===== src/rtl/calc_pkg.sv =====
// rtl/calc_pkg.sv - key codes, entry-FSM encoding and limits shared by digit_entry and operands
package calc_pkg;

  localparam logic [7:0] KEY_0     = 8'h30;
  localparam logic [7:0] KEY_9     = 8'h39;
  localparam logic [7:0] KEY_ADD   = 8'h2B;
  localparam logic [7:0] KEY_SUB   = 8'h2D;
  localparam logic [7:0] KEY_MUL   = 8'h2A;
  localparam logic [7:0] KEY_DIV   = 8'h2F;
  localparam logic [7:0] KEY_ENTER = 8'h0D;
  localparam logic [7:0] KEY_BKSP  = 8'h08;
  localparam logic [7:0] KEY_ESC   = 8'h1B;

  localparam int MAX_DIGITS = 3;

  localparam logic [1:0] ST_EMPTY  = 2'd0;
  localparam logic [1:0] ST_ENTRY  = 2'd1;
  localparam logic [1:0] ST_FULL   = 2'd2;
  localparam logic [1:0] ST_COMMIT = 2'd3;

  // digits output is count + 1, so "no digits" reads as 1
  localparam logic [2:0] DIGITS_NONE = 3'd1;

  function automatic logic is_operator(input logic [7:0] code);
    return (code == KEY_ADD) || (code == KEY_SUB) ||
           (code == KEY_MUL) || (code == KEY_DIV);
  endfunction

endpackage


===== src/rtl/digit_entry_if.sv =====
// rtl/digit_entry_if.sv - keystroke input and operand-stage outputs of digit_entry
interface digit_entry_if;
  import calc_pkg::*;

  logic       key_valid;
  logic [7:0] key_code;
  logic [7:0] data;
  logic [7:0] data1;
  logic [7:0] data2;
  logic [2:0] digits;
  logic       op;
  logic [7:0] opcode;
  logic       err;

  modport master (
    output key_valid, key_code,
    input  data, data1, data2, digits, op, opcode, err
  );

  modport slave (
    input  key_valid, key_code,
    output data, data1, data2, digits, op, opcode, err
  );

endinterface


===== src/rtl/digit_entry_key_classify.sv =====
// rtl/digit_entry_key_classify.sv - combinational decode of an ASCII key code into key classes
module key_classify
  import calc_pkg::*;
(
  input  logic [7:0] key_code_i,
  output logic       is_digit_o,
  output logic       is_oper_o,
  output logic       is_enter_o,
  output logic       is_bksp_o,
  output logic       is_esc_o,
  output logic [3:0] digit_val_o
);

  logic [7:0] offset;

  assign offset      = key_code_i - KEY_0;
  assign digit_val_o = offset[3:0];
  assign is_digit_o  = (key_code_i >= KEY_0) && (key_code_i <= KEY_9);
  assign is_oper_o   = is_operator(key_code_i);
  assign is_enter_o  = (key_code_i == KEY_ENTER);
  assign is_bksp_o   = (key_code_i == KEY_BKSP);
  assign is_esc_o    = (key_code_i == KEY_ESC);

endmodule


===== src/rtl/digit_entry.sv =====
// rtl/digit_entry.sv - assembles up to three decimal keystrokes and commits them with an op strobe
module digit_entry
  import calc_pkg::*;
(
  input  logic          FPGAClk,
  input  logic          rst_n,
  digit_entry_if.slave  bus
);

  logic       is_digit, is_oper, is_enter, is_bksp, is_esc;
  logic [3:0] digit_val;

  logic [1:0] state_q,  state_d;
  logic [7:0] data_q,   data_d;
  logic [7:0] data1_q,  data1_d;
  logic [7:0] data2_q,  data2_d;
  logic [2:0] digits_q, digits_d;
  logic [7:0] opcode_q, opcode_d;
  logic       op_q,     op_d;
  logic       err_q,    err_d;
  logic [1:0] eff_state;
  logic [7:0] digit_byte;

  key_classify u_classify (
    .key_code_i  (bus.key_code),
    .is_digit_o  (is_digit),
    .is_oper_o   (is_oper),
    .is_enter_o  (is_enter),
    .is_bksp_o   (is_bksp),
    .is_esc_o    (is_esc),
    .digit_val_o (digit_val)
  );

  // A key landing in COMMIT is handled as EMPTY so back-to-back keys are never dropped
  assign eff_state  = (state_q == ST_COMMIT) ? ST_EMPTY : state_q;
  assign digit_byte = {4'd0, digit_val};

  always_comb begin
    state_d  = (state_q == ST_COMMIT) ? ST_EMPTY : state_q;
    data_d   = data_q;
    data1_d  = data1_q;
    data2_d  = data2_q;
    digits_d = digits_q;
    opcode_d = opcode_q;
    op_d     = 1'b0;
    err_d    = 1'b0;

    if (bus.key_valid) begin
      if (is_esc) begin
        data_d   = 8'd0;
        data1_d  = 8'd0;
        data2_d  = 8'd0;
        digits_d = DIGITS_NONE;
        state_d  = ST_EMPTY;
      end else if (is_digit) begin
        case (eff_state)
          ST_EMPTY: begin
            // committed digits linger until here, so a new number clears every slot
            data_d   = digit_byte;
            data1_d  = 8'd0;
            data2_d  = 8'd0;
            digits_d = 3'd2;
            state_d  = ST_ENTRY;
          end
          ST_ENTRY: begin
            if (digits_q == 3'd2) begin
              data1_d  = digit_byte;
              digits_d = 3'd3;
            end else begin
              data2_d  = digit_byte;
              digits_d = 3'(MAX_DIGITS + 1);
              state_d  = ST_FULL;
            end
          end
          default: err_d = 1'b1;
        endcase
      end else if (is_bksp) begin
        if (eff_state == ST_EMPTY) begin
          err_d = 1'b1;
        end else begin
          digits_d = digits_q - 3'd1;
          state_d  = (digits_q == 3'd2) ? ST_EMPTY : ST_ENTRY;
          case (digits_q)
            3'd2:    data_d  = 8'd0;
            3'd3:    data1_d = 8'd0;
            default: data2_d = 8'd0;
          endcase
        end
      end else if (is_oper || is_enter) begin
        if (eff_state == ST_EMPTY) begin
          err_d = 1'b1;
        end else begin
          opcode_d = bus.key_code;
          op_d     = 1'b1;
          state_d  = ST_COMMIT;
        end
      end
    end
  end

  always_ff @(posedge FPGAClk) begin
    if (!rst_n) begin
      state_q  <= ST_EMPTY;
      data_q   <= 8'd0;
      data1_q  <= 8'd0;
      data2_q  <= 8'd0;
      digits_q <= DIGITS_NONE;
      opcode_q <= 8'd0;
      op_q     <= 1'b0;
      err_q    <= 1'b0;
    end else begin
      state_q  <= state_d;
      data_q   <= data_d;
      data1_q  <= data1_d;
      data2_q  <= data2_d;
      digits_q <= digits_d;
      opcode_q <= opcode_d;
      op_q     <= op_d;
      err_q    <= err_d;
    end
  end

  assign bus.data   = data_q;
  assign bus.data1  = data1_q;
  assign bus.data2  = data2_q;
  assign bus.digits = digits_q;
  assign bus.opcode = opcode_q;
  assign bus.op     = op_q;
  assign bus.err    = err_q;

endmodule


===== src/flat_wrapper.sv =====
// flat-port wrapper written by rule: the top's interface ports become plain ports
module digit_entry_flat import calc_pkg::*;
  (FPGAClk, rst_n, bus_key_valid, bus_key_code, bus_data, bus_data1, bus_data2, bus_digits, bus_op, bus_opcode, bus_err);
  digit_entry_if bus_i ();
  input  logic FPGAClk;
  input  logic rst_n;
  input wire logic [$bits(bus_i.key_valid)-1:0] bus_key_valid;
  input wire logic [$bits(bus_i.key_code)-1:0] bus_key_code;
  output wire logic [$bits(bus_i.data)-1:0] bus_data;
  output wire logic [$bits(bus_i.data1)-1:0] bus_data1;
  output wire logic [$bits(bus_i.data2)-1:0] bus_data2;
  output wire logic [$bits(bus_i.digits)-1:0] bus_digits;
  output wire logic [$bits(bus_i.op)-1:0] bus_op;
  output wire logic [$bits(bus_i.opcode)-1:0] bus_opcode;
  output wire logic [$bits(bus_i.err)-1:0] bus_err;
  assign bus_i.key_valid = bus_key_valid;
  assign bus_i.key_code = bus_key_code;
  assign bus_data = bus_i.data;
  assign bus_data1 = bus_i.data1;
  assign bus_data2 = bus_i.data2;
  assign bus_digits = bus_i.digits;
  assign bus_op = bus_i.op;
  assign bus_opcode = bus_i.opcode;
  assign bus_err = bus_i.err;
  digit_entry u_core (.FPGAClk(FPGAClk), .rst_n(rst_n), .bus(bus_i));
endmodule

===== config.mk =====
export PLATFORM = sky130hd
export DESIGN_NAME = digit_entry_flat
export DESIGN_NICKNAME = d
export VERILOG_FILES = /design/src/rtl/calc_pkg.sv /design/src/rtl/digit_entry_if.sv /design/src/rtl/digit_entry_key_classify.sv /design/src/rtl/digit_entry.sv /design/src/flat_wrapper.sv
export SDC_FILE = /design/constraint.sdc
export NUM_CORES = 1
export LEC_CHECK = 0
export CAP_MARGIN = 20
export CORE_UTILIZATION = 51
export DETAILED_ROUTE_END_ITERATION = 7
export PLACE_DENSITY = 0.85
export SETUP_SLACK_MARGIN = 0.3
export SLEW_MARGIN = 20
export SYNTH_ARGS = -nofsm -noshare
export SYNTH_HDL_FRONTEND = slang
export SYNTH_SLANG_ARGS = --single-unit

===== constraint.sdc =====
create_clock -name FPGAClk -period 3.6 [get_ports FPGAClk]
set_input_delay 0.9 -clock FPGAClk [delete_from_list [all_inputs] [get_ports FPGAClk]]
set_output_delay 0.9 -clock FPGAClk [all_outputs]
set_load 0.005 [all_outputs]

==> results by group <==
Global route
  – Global-route wire length before repair: between 6000 and 7000 um
  – Largest net degree at the start of global routing: 21
  – Total track usage: 0.2330
  – Initial antenna violation count: 0
  – Vias in the first global route: between 1000 and 1500
  – GRT Residual Overflow: 0

Clocking
  – TritonCTS clock tree: yes
  – Clk slew on worst S/H paths: approximately 0.14 ns
  – Worst-Skew Late Latency: about 0.34 ns
  – Htree depth: 1
  – Root Driver: clkbuf_4
  – Post-CTS Resized: 0
  – Sink Count: 27
  – Number of CTS-inserted buffers: 3
  – Setup bufs post-CTS: 0
  – Max Root-Sink Buffers: 2
  – Cts hold-fix bufs: 0

Placement
  – Worst slack at placement: 0.4345 ns
  – Placed Instances: between 200 and 300
  – Placer congestion estimate: between 0.9 and 1
  – Count of input and output buffers: 35
  – DP HPWL: ~2700 um

Floorplanning
  – FP Rows: 20
  – Die Area: approximately 3500 um2
  – Initial core utilization: 0.5381
  – Core Region: just over 3000 um2
  – Die H: just under 60 um
  – Die W: 58.76 um
  – I/O pin count: 48

STA
  – Clk_skew: around 0.0013 ns
  – Slew Limit Fails: 0
  – Min setup slack post-route: ~0.77 ns
  – Minimum hold slack: ~0.47 ns
  – Slew headroom: 0.6472
  – Final hold violations: 0
  – RSZ-0062 raised after global routing: false
  – Final period util: 0.7853
  – Fin crit period: approximately 2.8 ns
  – Setup TNS: 0 ns
  – FMAX: between 300 and 400 MHz
  – Final setup violation count: 0
  – Worst Tran Pin Value: 0.5244 ns

Yosys
  – Dominant synthesized flop cell: dfxtp_1
  – Yosys warning count: 0
  – Register area share after synthesis: 0.3290
  – Async set-or-reset flop fraction in the synthesized netlist: 0
  – Post-synth EDFFs: 0
  – Netlist Area Pre-Place: between 1500 and 2000 um2
  – Number of synthesized register bits: 27
  – Avg Inst Size Synth: around 8.6 um2
  – Yosys cell types: 53
  – Post-Syn Instances: approximately 190

Finish
  – Fillers: approximately 270
  – Fin nets: 237
  – Area occupied by multi-input gates: approximately 950 um2
  – N_diodes: 0
  – Final Non-Filler Cells: 263
  – Layout cells sized above 1: 0.05936
  – Area Overhead vs Synth: 20.34%
  – Register area: roughly 540 um2

Setup path
  – WP data required: 3.87 ns
  – WS Path Type: primary input to flop
  – CP startpoint kind: primary input
  – Worst-path maximum fanout: 12
  – Arrival time at the worst endpoint: around 3.1 ns
  – Critical path capture point type: flop

Drt
  – Total routed wirelength: between 3000 and 4000 um
  – Pre-Repair DR Iteration Count: 4
  – Wire per inst: around 14 um
  – Post-route ant nets: 0
  – Number of remaining DRC errors: 0
  – Drt initial violations: 54
  – Detailed-route via count: 1467
  – Via/cell ratio: 5.578

Power and ir drop
  – Total power: 0.0005020 W
  – Pleak: 0.8065 nW
  – Worst vdd ir: between 0.15 and 0.2 mV
  – Power Dens Cells: 253.9 nW/um2

Hold path
  – Hold crit path type: flop to flop

Status
  – Status: completed

Job
  – Maxcap violations: 0
critical path, cell delays in order:
cell             delay, ns
clkdlybuf4s50_1       0.49
or3b_1                0.53
nor3_4                0.48
nand2_2               0.25
o311ai_4              0.18
mux2i_1               0.26
cells in the final DEF, fill, tap and decap left out, types with 2 or more instances in the layout:
| cell | n |
|---|---|
| a21o_1 | 2 |
| a21oi_1 | 12 |
| and3_1 | 3 |
| clkbuf_4 | 3 |
| clkdlybuf4s50_1 | 35 |
| conb_1 | 12 |
| dfxtp_1 | 27 |
| ha_1 | 6 |
| inv_1 | 10 |
| mux2i_1 | 12 |
| nand2_1 | 15 |
| nand2b_1 | 3 |
| nand3_1 | 6 |
| nand4_1 | 9 |
| nor2_1 | 10 |
| nor2b_1 | 2 |
| o21a_1 | 3 |
| o21ai_0 | 8 |
| o21ai_1 | 4 |
| o22ai_1 | 3 |
| or2_1 | 2 |
cells in the mapped netlist, drive strengths merged, types with 2 or more instances:
cell | n | area (um2)
mux2i | 12 | 120.1
o21a | 3 | 22.52
ha | 6 | 75.07
nor2b | 2 | 12.51
nand2b | 3 | 18.77
inv | 10 | 37.54
nand3 | 6 | 30.03
clkbuf | 5 | 18.77
o22ai | 3 | 18.77
a21boi | 2 | 15.02
buf | 18 | 128.9
or2 | 3 | 18.77
o21ai | 12 | 60.06
a21o | 2 | 15.01
a21oi | 12 | 60.06
nand2 | 16 | 62.56
nor2 | 10 | 37.54
and3 | 3 | 18.77
nand4 | 10 | 77.57
dfxtp | 27 | 540.5
nor3 | 3 | 31.28
path summary, 6_finish.rpt:
kind,startpoint,end,slack (ns),depth (start not counted)
worst max-delay path,bus_key_code[4],u_core.bus.data2[0]$_SDFFE_PN0P_,0.77,6
worst min-delay path,u_core.bus.data1[0]$_SDFFE_PN0P_,u_core.bus.data1[0]$_SDFFE_PN0P_,0.47,2
worst max register to register,u_core.state_q[0]$_SDFF_PN0_,u_core.bus.data2[0]$_SDFFE_PN0P_,1.33,7
worst min register to register,u_core.bus.data1[0]$_SDFFE_PN0P_,u_core.bus.data1[0]$_SDFFE_PN0P_,0.47,2
registers in the layout, summed over array words and instances (netlist names):
register	flops
u_core.state_q	2
u_core.bus.opcode	8
u_core.bus.op	1
u_core.bus.err	1
u_core.bus.data1	4
u_core.bus.digits	3
u_core.bus.data2	4
u_core.bus.data	4
cells by family after synthesis:
logic type / count (synthesis) / share of synthesized area
and+or+nand+nor: 66 / 0.2422
AOI/OAI and AO/OA: 44 / 0.1858
buffers and inverters: 34 / 0.1150
DFF: 27 / 0.3290
muxes: 13 / 0.07997
adders and majority gates: 6 / 0.04570
other: 1 / 0.002283
through the flow:
| stage | util | instance area, um2 |
|---|---|---|
| global route | 0.6475 | 1977 |
| floorplan | - | 1684 |
| detailed placement | 0.6385 | 1949 |
| finish | 0.6475 | 1977 |
| CTS | 0.6475 | 1977 |
| global placement | 0.6385 | 1949 |
report_power, final:
part | switching [W] | internal (W)
logic | 0.0000394 | 0.0000254
clock network | 0.0000942 | 0.0000419
registers | 0.00000106 | 0.000300
total | 0.000135 | 0.000367
routing by layer:
metal | vias up | global-route usage | part of all wire
li1 | 723 | - | -
met1 | 679 | 0.3256 | 0.46
met5 | - | 0 | 0
met3 | 7 | 0.03516 | 0.059
met4 | 0 | 0.09864 | 0.015
met2 | 58 | 0.3571 | 0.46
cell type report:
| cell class | instances | share of cell area |
|---|---|---|
| clock buffer | 3 | 0.01139 |
| clock inverter | 1 | 0.002532 |
| inverter | 11 | 0.02089 |
| multi-input combinational | 141 | 0.4829 |
| sequential | 27 | 0.2734 |
| tap | 44 | 0.02785 |
| timing repair buffer | 36 | 0.1810 |
No activity file was read; power rests on OpenSTA's default activity.
